**src/rtl/dsp48a1_pkg.sv**
```systemverilog
// rtl/dsp48a1_pkg.sv - DSP48A1 slice widths and OPMODE field encodings
package dsp48a1_pkg;
    localparam int A_W      = 18;
    localparam int B_W      = 18;
    localparam int D_W      = 18;
    localparam int C_W      = 48;
    localparam int P_W      = 48;
    localparam int OPMODE_W = 8;

    // OPMODE[1:0] selects X, OPMODE[3:2] selects Z
    localparam logic [1:0] X_M           = 2'b01;
    localparam logic [1:0] Z_ZERO        = 2'b00;
    localparam int         PREADD_EN_BIT = 4;
    localparam int         PRESUB_BIT    = 6;
endpackage

```
**src/rtl/dsp_result_fifo.sv**
```systemverilog
// rtl/dsp_result_fifo.sv - first-word-fall-through result FIFO, async active-high reset
module dsp_result_fifo #(
    parameter int W     = 53,
    parameter int DEPTH = 8
) (
    input  logic         clk,
    input  logic         rst,
    input  logic         wr_en,
    input  logic [W-1:0] wr_data,
    input  logic         rd_en,
    output logic [W-1:0] rd_data,
    output logic         empty,
    output logic         full
);
    localparam int AW = (DEPTH > 1) ? $clog2(DEPTH) : 1;
    localparam int CW = $clog2(DEPTH + 1);

    logic [W-1:0]  mem [DEPTH];
    logic [AW-1:0] wr_ptr;
    logic [AW-1:0] rd_ptr;
    logic [CW-1:0] count;
    logic          do_rd;

    assign empty   = (count == '0);
    assign full    = (count == CW'(DEPTH));
    assign do_rd   = rd_en & ~empty;
    assign rd_data = mem[rd_ptr];

    always_ff @(posedge clk) begin
        if (wr_en) begin
            mem[wr_ptr] <= wr_data;
        end
    end

    always_ff @(posedge clk or posedge rst) begin
        if (rst) begin
            wr_ptr <= '0;
            rd_ptr <= '0;
            count  <= '0;
        end else begin
            if (wr_en) begin
                wr_ptr <= (wr_ptr == AW'(DEPTH - 1)) ? '0 : wr_ptr + 1'b1;
            end
            if (do_rd) begin
                rd_ptr <= (rd_ptr == AW'(DEPTH - 1)) ? '0 : rd_ptr + 1'b1;
            end
            case ({wr_en, do_rd})
                2'b10:   count <= count + 1'b1;
                2'b01:   count <= count - 1'b1;
                default: count <= count;
            endcase
        end
    end

    // The credit counter upstream makes a write into a full FIFO impossible
    assert property (@(posedge clk) disable iff (rst) !(wr_en && full));
endmodule

```
**src/rtl/dsp48a1_op_sequencer.sv**
```systemverilog
// rtl/dsp48a1_op_sequencer.sv - launches operand bundles into a DSP48A1 slice and returns tagged results in order
module dsp48a1_op_sequencer
    import dsp48a1_pkg::*;
#(
    parameter int DSP_LAT = 4,
    parameter int DEPTH   = 8,
    parameter int TAG_W   = 4
) (
    input  logic                CLK,
    input  logic                RST,
    input  logic                in_valid,
    output logic                in_ready,
    input  logic [A_W-1:0]      in_a,
    input  logic [B_W-1:0]      in_b,
    input  logic [D_W-1:0]      in_d,
    input  logic [C_W-1:0]      in_c,
    input  logic [OPMODE_W-1:0] in_opmode,
    input  logic                in_carry_in,
    output logic [A_W-1:0]      dsp_a,
    output logic [B_W-1:0]      dsp_b,
    output logic [D_W-1:0]      dsp_d,
    output logic [C_W-1:0]      dsp_c,
    output logic [OPMODE_W-1:0] dsp_opmode,
    output logic                dsp_carry_in,
    output logic                dsp_ce,
    output logic                dsp_rst,
    input  logic [P_W-1:0]      dsp_p,
    input  logic                dsp_carry_out,
    output logic                out_valid,
    input  logic                out_ready,
    output logic [P_W-1:0]      out_p,
    output logic                out_carry_out,
    output logic [TAG_W-1:0]    out_tag
);
    localparam int OCC_W  = $clog2(DEPTH + 1);
    localparam int FIFO_W = P_W + 1 + TAG_W;

    if (DEPTH < DSP_LAT + 1) begin : g_depth_check
        $error("DEPTH must be at least DSP_LAT+1");
    end

    logic                fire;
    logic                pop;
    logic [OCC_W-1:0]    occ;
    logic [TAG_W-1:0]    tag;
    logic [DSP_LAT:0]    tok_valid;
    logic [TAG_W-1:0]    tok_tag [DSP_LAT+1];
    logic                fifo_empty;
    logic                fifo_full;
    logic [FIFO_W-1:0]   fifo_rd_data;

    assign in_ready  = ~dsp_rst & (occ < OCC_W'(DEPTH));
    assign fire      = in_valid & in_ready;
    assign pop       = out_valid & out_ready;
    assign dsp_ce    = ~dsp_rst;
    assign out_valid = ~fifo_empty;
    assign {out_p, out_carry_out, out_tag} = fifo_rd_data;

    always_ff @(posedge CLK or posedge RST) begin
        if (RST) begin
            dsp_rst      <= 1'b1;
            dsp_a        <= '0;
            dsp_b        <= '0;
            dsp_d        <= '0;
            dsp_c        <= '0;
            dsp_opmode   <= '0;
            dsp_carry_in <= 1'b0;
            occ          <= '0;
            tag          <= '0;
        end else begin
            dsp_rst <= 1'b0;
            if (fire) begin
                dsp_a        <= in_a;
                dsp_b        <= in_b;
                dsp_d        <= in_d;
                dsp_c        <= in_c;
                dsp_opmode   <= in_opmode;
                dsp_carry_in <= in_carry_in;
                tag          <= tag + 1'b1;
            end
            case ({fire, pop})
                2'b10:   occ <= occ + 1'b1;
                2'b01:   occ <= occ - 1'b1;
                default: occ <= occ;
            endcase
        end
    end

    // Token stage k holds the op whose operands have been in the slice for k edges
    always_ff @(posedge CLK or posedge RST) begin
        if (RST) begin
            tok_valid <= '0;
            for (int i = 0; i <= DSP_LAT; i++) begin
                tok_tag[i] <= '0;
            end
        end else begin
            tok_valid  <= {tok_valid[DSP_LAT-1:0], fire};
            tok_tag[0] <= tag;
            for (int i = 1; i <= DSP_LAT; i++) begin
                tok_tag[i] <= tok_tag[i-1];
            end
        end
    end

    dsp_result_fifo #(
        .W     (FIFO_W),
        .DEPTH (DEPTH)
    ) u_result_fifo (
        .clk     (CLK),
        .rst     (RST),
        .wr_en   (tok_valid[DSP_LAT]),
        .wr_data ({dsp_p, dsp_carry_out, tok_tag[DSP_LAT]}),
        .rd_en   (out_ready),
        .rd_data (fifo_rd_data),
        .empty   (fifo_empty),
        .full    (fifo_full)
    );
endmodule

```
**config.mk**
```make
export PLATFORM = sky130hd
export DESIGN_NAME = dsp48a1_op_sequencer
export DESIGN_NICKNAME = d
export VERILOG_FILES = /design/src/rtl/dsp48a1_pkg.sv /design/src/rtl/dsp_result_fifo.sv /design/src/rtl/dsp48a1_op_sequencer.sv
export SDC_FILE = /design/constraint.sdc
export NUM_CORES = 1
export LEC_CHECK = 0
export ABC_CLOCK_PERIOD_IN_PS = 7700
export CORE_ASPECT_RATIO = 0.9
export CORE_MARGIN = 2
export CORE_UTILIZATION = 55
export CTS_BUF_LIST = sky130_fd_sc_hd__clkbuf_4
export DETAILED_ROUTE_END_ITERATION = 10
export PLACE_DENSITY = 0.89
export SYNTH_ARGS = -nofsm -noshare
export SYNTH_HDL_FRONTEND = slang
export SYNTH_SLANG_ARGS = --single-unit
```
**constraint.sdc**
```tcl
create_clock -name CLK -period 7.7 [get_ports CLK]
set_clock_uncertainty 0.15 [all_clocks]
set_input_delay 1.54 -clock CLK [delete_from_list [all_inputs] [get_ports CLK]]
set_output_delay 1.54 -clock CLK [all_outputs]
set_load 0.01 [all_outputs]
```
# [Word level (Yosys, flattened, before mapping)]
# Memories as Yosys holds them, arrays and structs flattened.
# Index checks and enable logic that the tools add are counted.
[totals] mem_count=1 ramBits=424 reg_bits=155 inputBits=164 out_inout_bits=168 word_cells=47
[op_classes] order_cmp=1 n_eq_ne=6 add_sub_neg=7 reduce_logical=3 muxes=6 bitwise_logic=5
[mem_list] memory="u_result_fifo.mem" depth=8 width=53 read_ports=1 rd_ports_with_merged_regs=0 wr=1 line="dsp_result_fifo.sv:18" text="logic [W-1:0] mem [DEPTH];"
[ops] operator="one-hot mux 4 bit (2 select lines)" count=2
[ops] operator="adder 4 x 1 -> 4 bit, second input constant" count=3
[ops] operator="subtractor 4 x 1 -> 4 bit, second input constant" count=2
[ops] operator="adder 3 x 1 -> 3 bit, second input constant" count=2
[ops] operator="equality test 3 bit, second input constant" count=2
[ops] operator="2-to-1 mux 3 bit" count=2
[ops] operator="equality test 2 x 1 -> 1 bit, second input constant" count=2
[ops] operator="equality test 2 bit, second input constant" count=2
[ops] operator="zero test 4 bit" count=1
[ops] operator="less-than comparator 4 bit, second input constant" count=1
[ops] operator="nonzero test 2 bit" count=2
[ops] operator="AND 1 bit" count=3
[ops] operator="2-to-1 mux 1 bit" count=2
[ops] operator="inverter 1 bit" count=2

# [Logic depth before layout (Yosys ltp)]
# Gate-level depths: netlist of the first run.
[depth] word_depth=5 ltp_mapped=9 depth_no_buf=8

# [By module]
# From an unflattened synthesis of the first run, not the netlist that was laid out.
[unflattened] hier_cells=987 hier_area_um2=21820.9
[by_module_without_submodules] module="dsp_result_fifo" cells_per_inst=681 area_each_um2=16563.4 n_inst=1 seq_area_each_um2=12982.5
[by_module_without_submodules] module="dsp48a1_op_sequencer" cells_per_inst=306 area_each_um2=5257.5 n_inst=1 seq_area_each_um2=3629.7

# [Least setup slack after synthesis of the first run]
# Ideal clock, no wire load.
[synth_timing] path_type="reg-to-reg" startpoint="register u_result_fifo.wr_ptr[0]" endpoint="memory u_result_fifo.mem[0][0] (enable)" setup_slack_ns=2.817 arrival_time_ns=4.204 n_path_buf=0 required_time_ns=7.021 path_stages_with_launch=3 setup_ns=0.529 synth_period_minus_slack_ns=4.883 cell_sequence="dfrtp_1 nand2b_1 nor3_1"
[synth_lines] element="from (decl)" line="dsp_result_fifo.sv:19" text="logic [AW-1:0] wr_ptr;"
[synth_lines] element="from (signal assigned)" line="dsp_result_fifo.sv:42" text="wr_ptr <= (wr_ptr == AW'(DEPTH - 1)) ? '0 : wr_ptr + 1'b1;"
[synth_lines] element="to (decl)" line="dsp_result_fifo.sv:18"
# No word-level cell before the write port.

# [Worst setup path after layout of the first run]
[layout_timing] startpoint="register u_result_fifo.rd_ptr[0]" endpoint="output port out_p[30]"
[layout_between] elab_chain_len=1
[layout_rtl] element="from (decl)" line="dsp_result_fifo.sv:20" text="logic [AW-1:0] rd_ptr;"
[layout_rtl] element="from (signal assigned)" line="dsp_result_fifo.sv:45" text="rd_ptr <= (rd_ptr == AW'(DEPTH - 1)) ? '0 : rd_ptr + 1'b1;"
[layout_rtl] element="memory read (8 x 53 bit)"
[layout_rtl] element="to (decl)" line="dsp48a1_op_sequencer.sv:31" text="output logic [P_W-1:0] out_p,"
# Every way passes these cells.

==> results of run 1 <==
==> power breakdown <==
group          switching [mW]  total (mW)  internal (mW)  leakage [nW]
sequential              0.449        4.36           3.91          5.66
clock                    1.17        2.66           1.49          1.13
combinational            1.30        3.23           1.94          2.92
total                    2.92        10.3           7.34          9.71
==> stage by stage <==
stage	utilization	worst slack, ps	power [mW]	std cells
floorplan	-	1830	6.07	982
global placement	0.654	2870	7.57	1814
detailed placement	0.654	2830	7.67	1814
CTS	0.702	1910	10.4	2060
global route	0.703	1750	10.8	2072
finish	0.703	2090	10.3	2075
==> worst register-to-register path: cells and delay by family, from the launching register on <==
| family | cells | cell delay [ps] |
|---|---|---|
| DFF | 1 | 470 |
| adders and majority gates | 1 | 460 |
| and+or+nand+nor | 1 | 710 |
| buffers and inverters | 1 | 260 |
| AOI/OAI and AO/OA | 3 | 1030 |
==> cells by family after synthesis <==
kind of cell	share of synthesized area
xor+xnor	0.00362
other cells	0.000172
flops	0.763
simple gates	0.00874
fa+ha+maj	0.00632
buf+inv	0.0135
compound gates	0.00581
mux	0.199
==> cell usage in the layout, fill, tap and decap left out, drive strengths merged, types with 2 or more instances in the layout <==
master         synthesis  routed
a2111oi                2       2
a21o                   3       3
a21oi                  2       2
buf                   31      14
bufinv                 0       8
clkbuf                14     205
clkdlybuf4s50          0     331
clkinv                 0      27
dfrtp                154     154
diode                  0      15
edfxtp               424     424
ha                    11      11
inv                    9      14
mux2                 170     170
mux2i                  2       2
mux4                 106     106
nand2                  6       6
nand2b                 4       4
nand3b                 2       2
nor2                   9       9
nor2b                  2       2
nor3                   3       3
o21a                   2       2
o21ai                  2       2
o221ai                 2       2
o41ai                  3       3
or3b                   2       2
or4                    3       3
or4b                   2       2
xnor2                  6       6
xor2                   3       3
==> how the worst max path moves through the flow <==
stage	startpoint	end	slack, ps
after floorplan	RST	dsp_a[0]	1830
final	u_result_fifo.rd_ptr[0]	out_p[30]	2090
after global placement	u_result_fifo.rd_ptr[0]	out_tag[2]	2870
after CTS	u_result_fifo.rd_ptr[0]	out_tag[2]	1910
after detailed placement	u_result_fifo.rd_ptr[0]	out_tag[2]	2830
after global routing	u_result_fifo.rd_ptr[0]	out_p[30]	1750
==> area by class of cell <==
| cell class | count | area, sq um | area share |
|---|---|---|---|
| antenna | 15 | 37.5 | 0.00136 |
| tap | 532 | 666 | 0.0241 |
| timing repair buffer | 345 | 3430 | 0.124 |
| clock inverter | 41 | 378 | 0.0137 |
| inverter | 9 | 41.3 | 0.00149 |
| sequential | 579 | 16600 | 0.602 |
| clock buffer | 205 | 1540 | 0.0557 |
| multi-input combinational | 349 | 4910 | 0.178 |
==> metal layers <==
layer,vias to the layer above,share of wire,global-route usage
met4,0,0.023,0.108
met3,86,0.086,0.0957
li1,4937,-,-
met5,-,0,0
met2,491,0.53,0.436
met1,5916,0.36,0.282
==> flip-flops by register name (all words and copies together), names as in the netlist <==
name and flops:
tok_tag 20, dsp_b 18, tok_valid 5, dsp_a 18, dsp_rst 1, u_result_fifo.count 4, occ 4, u_result_fifo.mem 424
tag 4, u_result_fifo.wr_ptr 3, dsp_c 48, u_result_fifo.rd_ptr 3, dsp_carry_in 1, dsp_d 18, dsp_opmode 8
==> reports/results.ini, run 1 <==
[routing]
wl_per_cell_microns = 24.4
drcViolationCount = 0
vias = 11430
dr.pass1.iters = 5
drtIter0Drc = 760
routed_wl_mm = 50.7
antenna_left = 0
avgViaCountPerCell = 5.51

[die]
num_rows = 69
dieArea_sq_um = 41200
io_pins = 332
core_area_sq_um = 39300
die_y_microns = 193
start_util = 0.554
die_w_microns = 214

[sta]
rsz0062_at_grt = no
worst_pin_slew_ps = 1110
tns_ps = 0
min_period_ps = 5610
fmax_mhz = 178
hold_violations = 0
whs_ps = 182
setup_viol = 0
max_slew_margin = 0.258
drv_slew = 0
fin_crit_sh = 0.729

[min_path]
hold_start = tok_tag[9]
min_path_type = register to register
holdPathStages = 0
worst_hold_path.endpoint = tok_tag[5]

[critical_path]
path_delay_family = flip-flops
required_ps = 6010
crit_chain = buf_12 > mux4_2 > mux2_2 > clkdlybuf4s50_1
r2r_start = u_result_fifo.count[0]
worstSetupEndpointType = output port
r2r_slack_ps = 4510
crit_slowest_cell = dfrtp_4
reg2reg_depth = 6
worst-path-stages = 4
start_kind = register
critPathBufInv = 2
critical_path.max_stage_delay_ps = 1150
worstReg2RegEnd = occ[3]
crit_fanout = 56
crit_type = register to output port
arrival_ps = 3920

[clock_network]
clock_path_buffers = 3
htreeDepth = 4
numClockSinks = 579
clkTransAtPathRegs_ps = 70
cts_setup_buffers = 0
cts_resized = 0
clock_latency_ps = 840
cts_buffers = 140
cts.hold.buffers_added = 0
cts_root_buffer = clkbuf_4
cts_tree = done

[synthesis]
ys_seq_area_frac = 0.763
synth.distinct_cells = 37
synthArstFlopShare = 0.268
syn_nets = 1157
synth.top_cell.area_share = 0.585
synth.avg_cell_area_sq_um = 22.2
netlist_instances = 982
synth_edf_count = 424
synthTopCellsByCount = 424 x edfxtp_1, 170 x mux2_2, 154 x dfrtp_1
synth_top_area_cell = edfxtp_1
syn-cell-area_sq_um = 21800
yosys-top-cells-area = edfxtp_1 58%, dfrtp_1 18%, mux4_2 11%, mux2_2 8.8%, ha_1 0.63%
yosysMostFrequentCell = edfxtp_1
synth_flop_cell = edfxtp_1
synth_seq_cells = 579
yosysWarnings = 0

[place]
hpwl_mm = 31.4
numPortBuffers = 331
postPlaceCellArea_sq_um = 25700
gp_congestion = 0.860

[global_routing]
grt-ovfl-total = 0
grtUsageTotal = 0.253
antenna_found_initial = 13
grt_pass1_vias = 12497
grt_pass1_wl_mm = 74.8
grt_max_degree = 112

[layout]
num-nets-final = 1599
syn_to_final_growth_pct = 26.9
nFillCells = 2337
drive_above_1_share = 0.348
final_cell_area_sq_um = 27600

[power]
vdd_drop_max_v = 0.000272
leakagePower_nw = 9.71
power-per-cell-area_nw_per_um2 = 371

[outcome]
status = finished, final reports clean

[flow_run]
drv_cap = 0

Note: power is estimated with default switching activity, not from simulation.
==> run 2: changes to the inputs <==
Settings changed: ABC_CLOCK_PERIOD_IN_PS 7700 to 5400.
Clock period 7.7 ns to 5.4 ns, I/O delays scaled along.
==> reports/results.ini, run 2 (synthesis gave the netlist of run 1 again) <==
[clock_network]
htreeDepth = 4  ; unchanged
clock_latency_ps = 810  ; -30 ps
cts.hold.buffers_added = 0  ; unchanged
cts_resized = 0  ; unchanged
cts_root_buffer = clkbuf_4
cts_tree = done
clkTransAtPathRegs_ps = 70  ; about the same
clock_path_buffers = 3  ; unchanged
numClockSinks = 579  ; unchanged
cts_setup_buffers = 0  ; unchanged
cts_buffers = 143  ; +2.1%

[global_routing]
grt_pass1_vias = 12532  ; +0.28%
antenna_found_initial = 10  ; -3
grt_pass1_wl_mm = 73.3  ; -2.0%
grt_max_degree = 92  ; -18%
grtUsageTotal = 0.244  ; -0.00864
grt-ovfl-total = 0  ; unchanged

[layout]
final_cell_mix = 424 x edfxtp_1, 331 x clkdlybuf4s50_1, 215 x clkbuf_4
largest_register_ffs = 424  ; unchanged
nFillCells = 2378  ; +1.8%
drive_above_1_share = 0.351  ; +0.00327
num-nets-final = 1604  ; +0.31%
multi_input_comb_area_sq_um = 4910  ; unchanged
largest-register = u_result_fifo.mem
final_common_cell = edfxtp_1
reg.largest.list = u_result_fifo.mem (424), dsp_c (48), tok_tag (20)
syn_to_final_growth_pct = 26.9  ; about the same
regArea_sq_um = 16600  ; unchanged

[routing]
routed_wl_mm = 49.0  ; -3.3%
avgViaCountPerCell = 5.51  ; about the same
wl_per_cell_microns = 23.7  ; -2.9%
vias = 11379  ; -0.45%
dr.pass1.iters = 4  ; -1
drcViolationCount = 0  ; unchanged
antenna_left = 0  ; unchanged
drtIter0Drc = 610  ; -20%

[sta]
tns_ps = 0  ; unchanged
min_period_ps = 4610
worst_pin_slew_ps = 1040  ; -69.7 ps
rsz0062_at_grt = no
hold_violations = 0  ; unchanged
max_slew_margin = 0.302  ; +0.0448
setup_viol = 0  ; unchanged
fin_crit_sh = 0.853
whs_ps = 179  ; -2.92 ps
drv_slew = 0  ; unchanged
fmax_mhz = 217

[die]
num_rows = 69  ; unchanged
die_w_microns = 214  ; unchanged
dieArea_sq_um = 41200  ; unchanged
start_util = 0.554  ; unchanged
die_y_microns = 193  ; unchanged
core_area_sq_um = 39300  ; unchanged
io_pins = 332  ; unchanged

[critical_path]
arrival_ps = 3380  ; -540 ps
crit_chain = buf_12 > mux4_2 > mux2_2 > clkdlybuf4s50_1
start_kind = register
critical_path.max_stage_delay_ps = 780  ; -370 ps
crit_start = u_result_fifo.rd_ptr[0]
worstSetupEndpointType = output port
crit_slowest_cell = dfrtp_4
r2r_start = u_result_fifo.count[0]
crit_fanout = 44  ; -21%
worstReg2RegEnd = occ[3]
required_ps = 4170  ; -1840 ps
reg2reg_depth = 6  ; unchanged
r2r_slack_ps = 2240  ; -2270 ps
crit_type = register to output port

[min_path]
holdPathStages = 0  ; unchanged
worst_hold_path.endpoint = tok_tag[7]
min_path_type = register to register
hold_start = tok_tag[11]

[flow_run]
drv_cap = 0  ; unchanged

[power]
vdd_drop_max_v = 0.000393  ; +44%
power-per-cell-area_nw_per_um2 = 527  ; +42%
leakagePower_nw = 9.70  ; about the same

[place]
gp_congestion = 0.892  ; +3.8%
numPortBuffers = 331  ; unchanged
hpwl_mm = 30.1  ; -4.0%

[outcome]
status = finished, final reports clean

## run 2: cell types whose count changed in the layout (fill, tap and decap cells not counted)
cell and change:
clkbuf_4 +10, diode_2 -8, clkinv_1 -5, buf_12 +4, bufinv_16 -3, inv_2 -3, buf_4 -2, clkinv_2 -2
clkinvlp_4 +2, inv_6 -2, clkinv_4 +1
## run 2: how the worst max path moves through the flow
stage / slack, ps / end
after floorplan: 520 / u_result_fifo.mem[0][0]
after global placement: 1550 / out_p[42]
after detailed placement: 1540 / out_p[43]
after CTS: 630 / out_p[43]
after global routing: 530 / out_p[47]
final: 790 / out_p[47]
## run 2: power by group
group          internal, mW  switching, mW
Clock                  2.05           1.66
Sequential             5.58          0.572
Combinational          2.78           1.91
Total                  10.4           4.14
## run 2: metal layers
metal,global-route usage,vias to the layer above,wire length [microns]
met4,0.0857,2,1120
met5,0,-,13
li1,-,4942,-
met1,0.286,5867,18000
met2,0.417,499,25600
met3,0.0902,69,4260
## run 2: final cells by class
cell class	instances	share of cell area
Inverter	9	0.00145
Timing Repair Buffer	347	0.127
Clock inverter	29	0.00924
Antenna cell	7	0.000634
Clock buffer	215	0.0584
Tap cell	532	0.0241
Multi-Input combinational cell	349	0.178
Sequential cell	579	0.602
## run 2: stage by stage
stage	utilization	setup slack (ps)	power, mW	area (sq um)	cells
global placement	0.655	1550	10.8	25700	1816
floorplan	-	517	8.65	21800	982
detailed placement	0.655	1540	11.0	25700	1816
CTS	0.703	627	14.7	27600	2060
global route	0.703	529	15.3	27600	2066
finish	0.703	792	14.6	27600	2067
## run 2: critical path, delay by kind of cell (launching register included)
family | cells | cell delay, ps
buffers and inverters | 2 | 940
muxes | 2 | 820
DFF | 1 | 780
==> run 3: changes to the inputs <==
Settings changed: MAX_ROUTING_LAYER set to met4.
==> reports/results.ini, run 3 (synthesis gave the netlist of run 1 again) <==
[routing]
antenna_left = 0  ; unchanged
dr.pass1.iters = 7  ; +3
drcViolationCount = 0  ; unchanged
avgViaCountPerCell = 5.47  ; -0.64%
drtIter0Drc = 665  ; +9.0%
routed_wl_mm = 49.0  ; about the same
vias = 11312  ; -0.59%
wl_per_cell_microns = 23.7  ; about the same

[layout]
largest-register = u_result_fifo.mem
final_cell_mix = 424 x edfxtp_1, 331 x clkdlybuf4s50_1, 215 x clkbuf_4
reg.largest.list = u_result_fifo.mem (424), dsp_c (48), tok_tag (20)
final_common_cell = edfxtp_1
final_cell_area_sq_um = 27600  ; about the same
largest_register_ffs = 424  ; unchanged
final_core_util = 0.703  ; about the same
drive_above_1_share = 0.351  ; unchanged
num-nets-final = 1604  ; unchanged
syn_to_final_growth_pct = 26.9  ; about the same

[power]
vdd_drop_max_v = 0.000390  ; -0.54%
p_int_mw = 10.4  ; unchanged
p_sw_mw = 4.14  ; -0.20%
clkPwrFrac = 0.254  ; about the same
seqPwrFrac = 0.423  ; about the same
power-per-cell-area_nw_per_um2 = 527  ; about the same
swShare = 0.284  ; -0.000399
leakagePower_nw = 9.70  ; unchanged
comb_power_share = 0.323  ; about the same

[die]
core_area_sq_um = 39300  ; unchanged
dieArea_sq_um = 41200  ; unchanged
num_rows = 69  ; unchanged
die_y_microns = 193  ; unchanged
start_util = 0.554  ; unchanged
die_w_microns = 214  ; unchanged
io_pins = 332  ; unchanged

[sta]
max_slew_margin = 0.309  ; +0.00654
fin_crit_sh = 0.853  ; about the same
setup_viol = 0  ; unchanged
fmax_mhz = 217  ; about the same
min_period_ps = 4610  ; -0.703 ps
tns_ps = 0  ; unchanged
worst_pin_slew_ps = 1030  ; -9.79 ps
hold_violations = 0  ; unchanged
drv_slew = 0  ; unchanged
rsz0062_at_grt = no

[clock_network]
cts.hold.buffers_added = 0  ; unchanged
cts_tree = done
clock_latency_ps = 800  ; about the same
clock_path_buffers = 3  ; unchanged
cts_setup_buffers = 0  ; unchanged
htreeDepth = 4  ; unchanged
cts_root_buffer = clkbuf_4
clkTransAtPathRegs_ps = 70  ; about the same
numClockSinks = 579  ; unchanged
cts_buffers = 143  ; unchanged
cts_resized = 0  ; unchanged

[critical_path]
reg2reg_depth = 6  ; unchanged
crit_type = register to output port
arrival_ps = 3380  ; about the same
r2r_slack_ps = 2260  ; +20 ps
worstSetupEndpointType = output port
start_kind = register
crit_fanout = 44  ; unchanged
worstReg2RegEnd = occ[3]
required_ps = 4170  ; about the same
r2r_start = u_result_fifo.count[0]

[place]
hpwl_mm = 30.1  ; unchanged
numPortBuffers = 331  ; unchanged
postPlaceCellArea_sq_um = 25700  ; unchanged
gp_congestion = 0.908  ; +1.7%

[min_path]
hold_start = tok_tag[11]
min_path_type = register to register
holdPathStages = 0  ; unchanged
worst_hold_path.endpoint = tok_tag[7]

[global_routing]
grt_pass1_vias = 12564  ; +0.26%
grt_max_degree = 92  ; unchanged
grt-ovfl-total = 0  ; unchanged
grtUsageTotal = 0.252  ; +0.00738
antenna_found_initial = 10  ; unchanged
grt_pass1_wl_mm = 73.1  ; -0.22%

[outcome]
status = finished, final reports clean

[flow_run]
drv_cap = 0  ; unchanged

-- run 3: cell count changes in the layout (fill, tap and decap cells not counted), sizes merged --
cell	delta
diode	+1
-- run 3: how the worst max path moves through the flow --
stage / startpoint / endpoint / cells past startpoint
final: u_result_fifo.rd_ptr[0] / out_p[47] / 4
after global routing: u_result_fifo.rd_ptr[0] / out_p[47] / 4
after CTS: u_result_fifo.rd_ptr[0] / out_p[43] / 4
after detailed placement: u_result_fifo.rd_ptr[0] / out_p[43] / 4
after global placement: u_result_fifo.rd_ptr[0] / out_p[42] / 4
after floorplan: u_result_fifo.wr_ptr[0] / u_result_fifo.mem[0][0] / 2
-- run 3: metal layers --
metal  routed length [microns]  global-route usage  vias up
li1                          -                   -     4946
met1                     18000               0.285     5829
met2                     25700               0.419      477
met3                      4270              0.0898       60
met4                       975              0.0825        0
met5                         0                   -        -
-- run 3: area by class of cell --
class / count / area [sq um]
timing repair buffer: 347 / 3500
clock inverter: 29 / 255
antenna: 8 / 20.0
fill: 2379 / 11700
sequential: 579 / 16600
clock buffer: 215 / 1610
inverter: 9 / 40.0
multi-input combinational: 349 / 4910
tap: 532 / 666
-- run 3: worst max-delay path, stage by stage (launching register included) --
cell and delay [ps]:
dfrtp_4 780, buf_12 390, mux4_2 560, mux2_2 270
clkdlybuf4s50_1 530
-- run 3: power groups by stage --
| stage | logic [mW] | registers (mW) | clock network, mW |
|---|---|---|---|
| 2_1_floorplan | 2.47 | 6.18 | 0 |
| 5_1_grt | 4.99 | 6.25 | 4.03 |
| 3_3_place_gp | 4.65 | 6.17 | 0 |
| 4_1_cts | 4.77 | 6.16 | 3.80 |
| 6_report | 4.69 | 6.15 | 3.70 |
| 3_5_place_dp | 4.73 | 6.23 | 0 |
-- run 3: through the flow --
step                      hold WS (ps)  worst slack (ps)  cells  total power [mW]
after floorplan                    181               517    982              8.65
final                              180               792   2068              14.5
after detailed placement           185              1540   1816              11.0
after global placement             182              1550   1816              10.8
after global routing               195               527   2067              15.3
after CTS                          176               627   2060              14.7
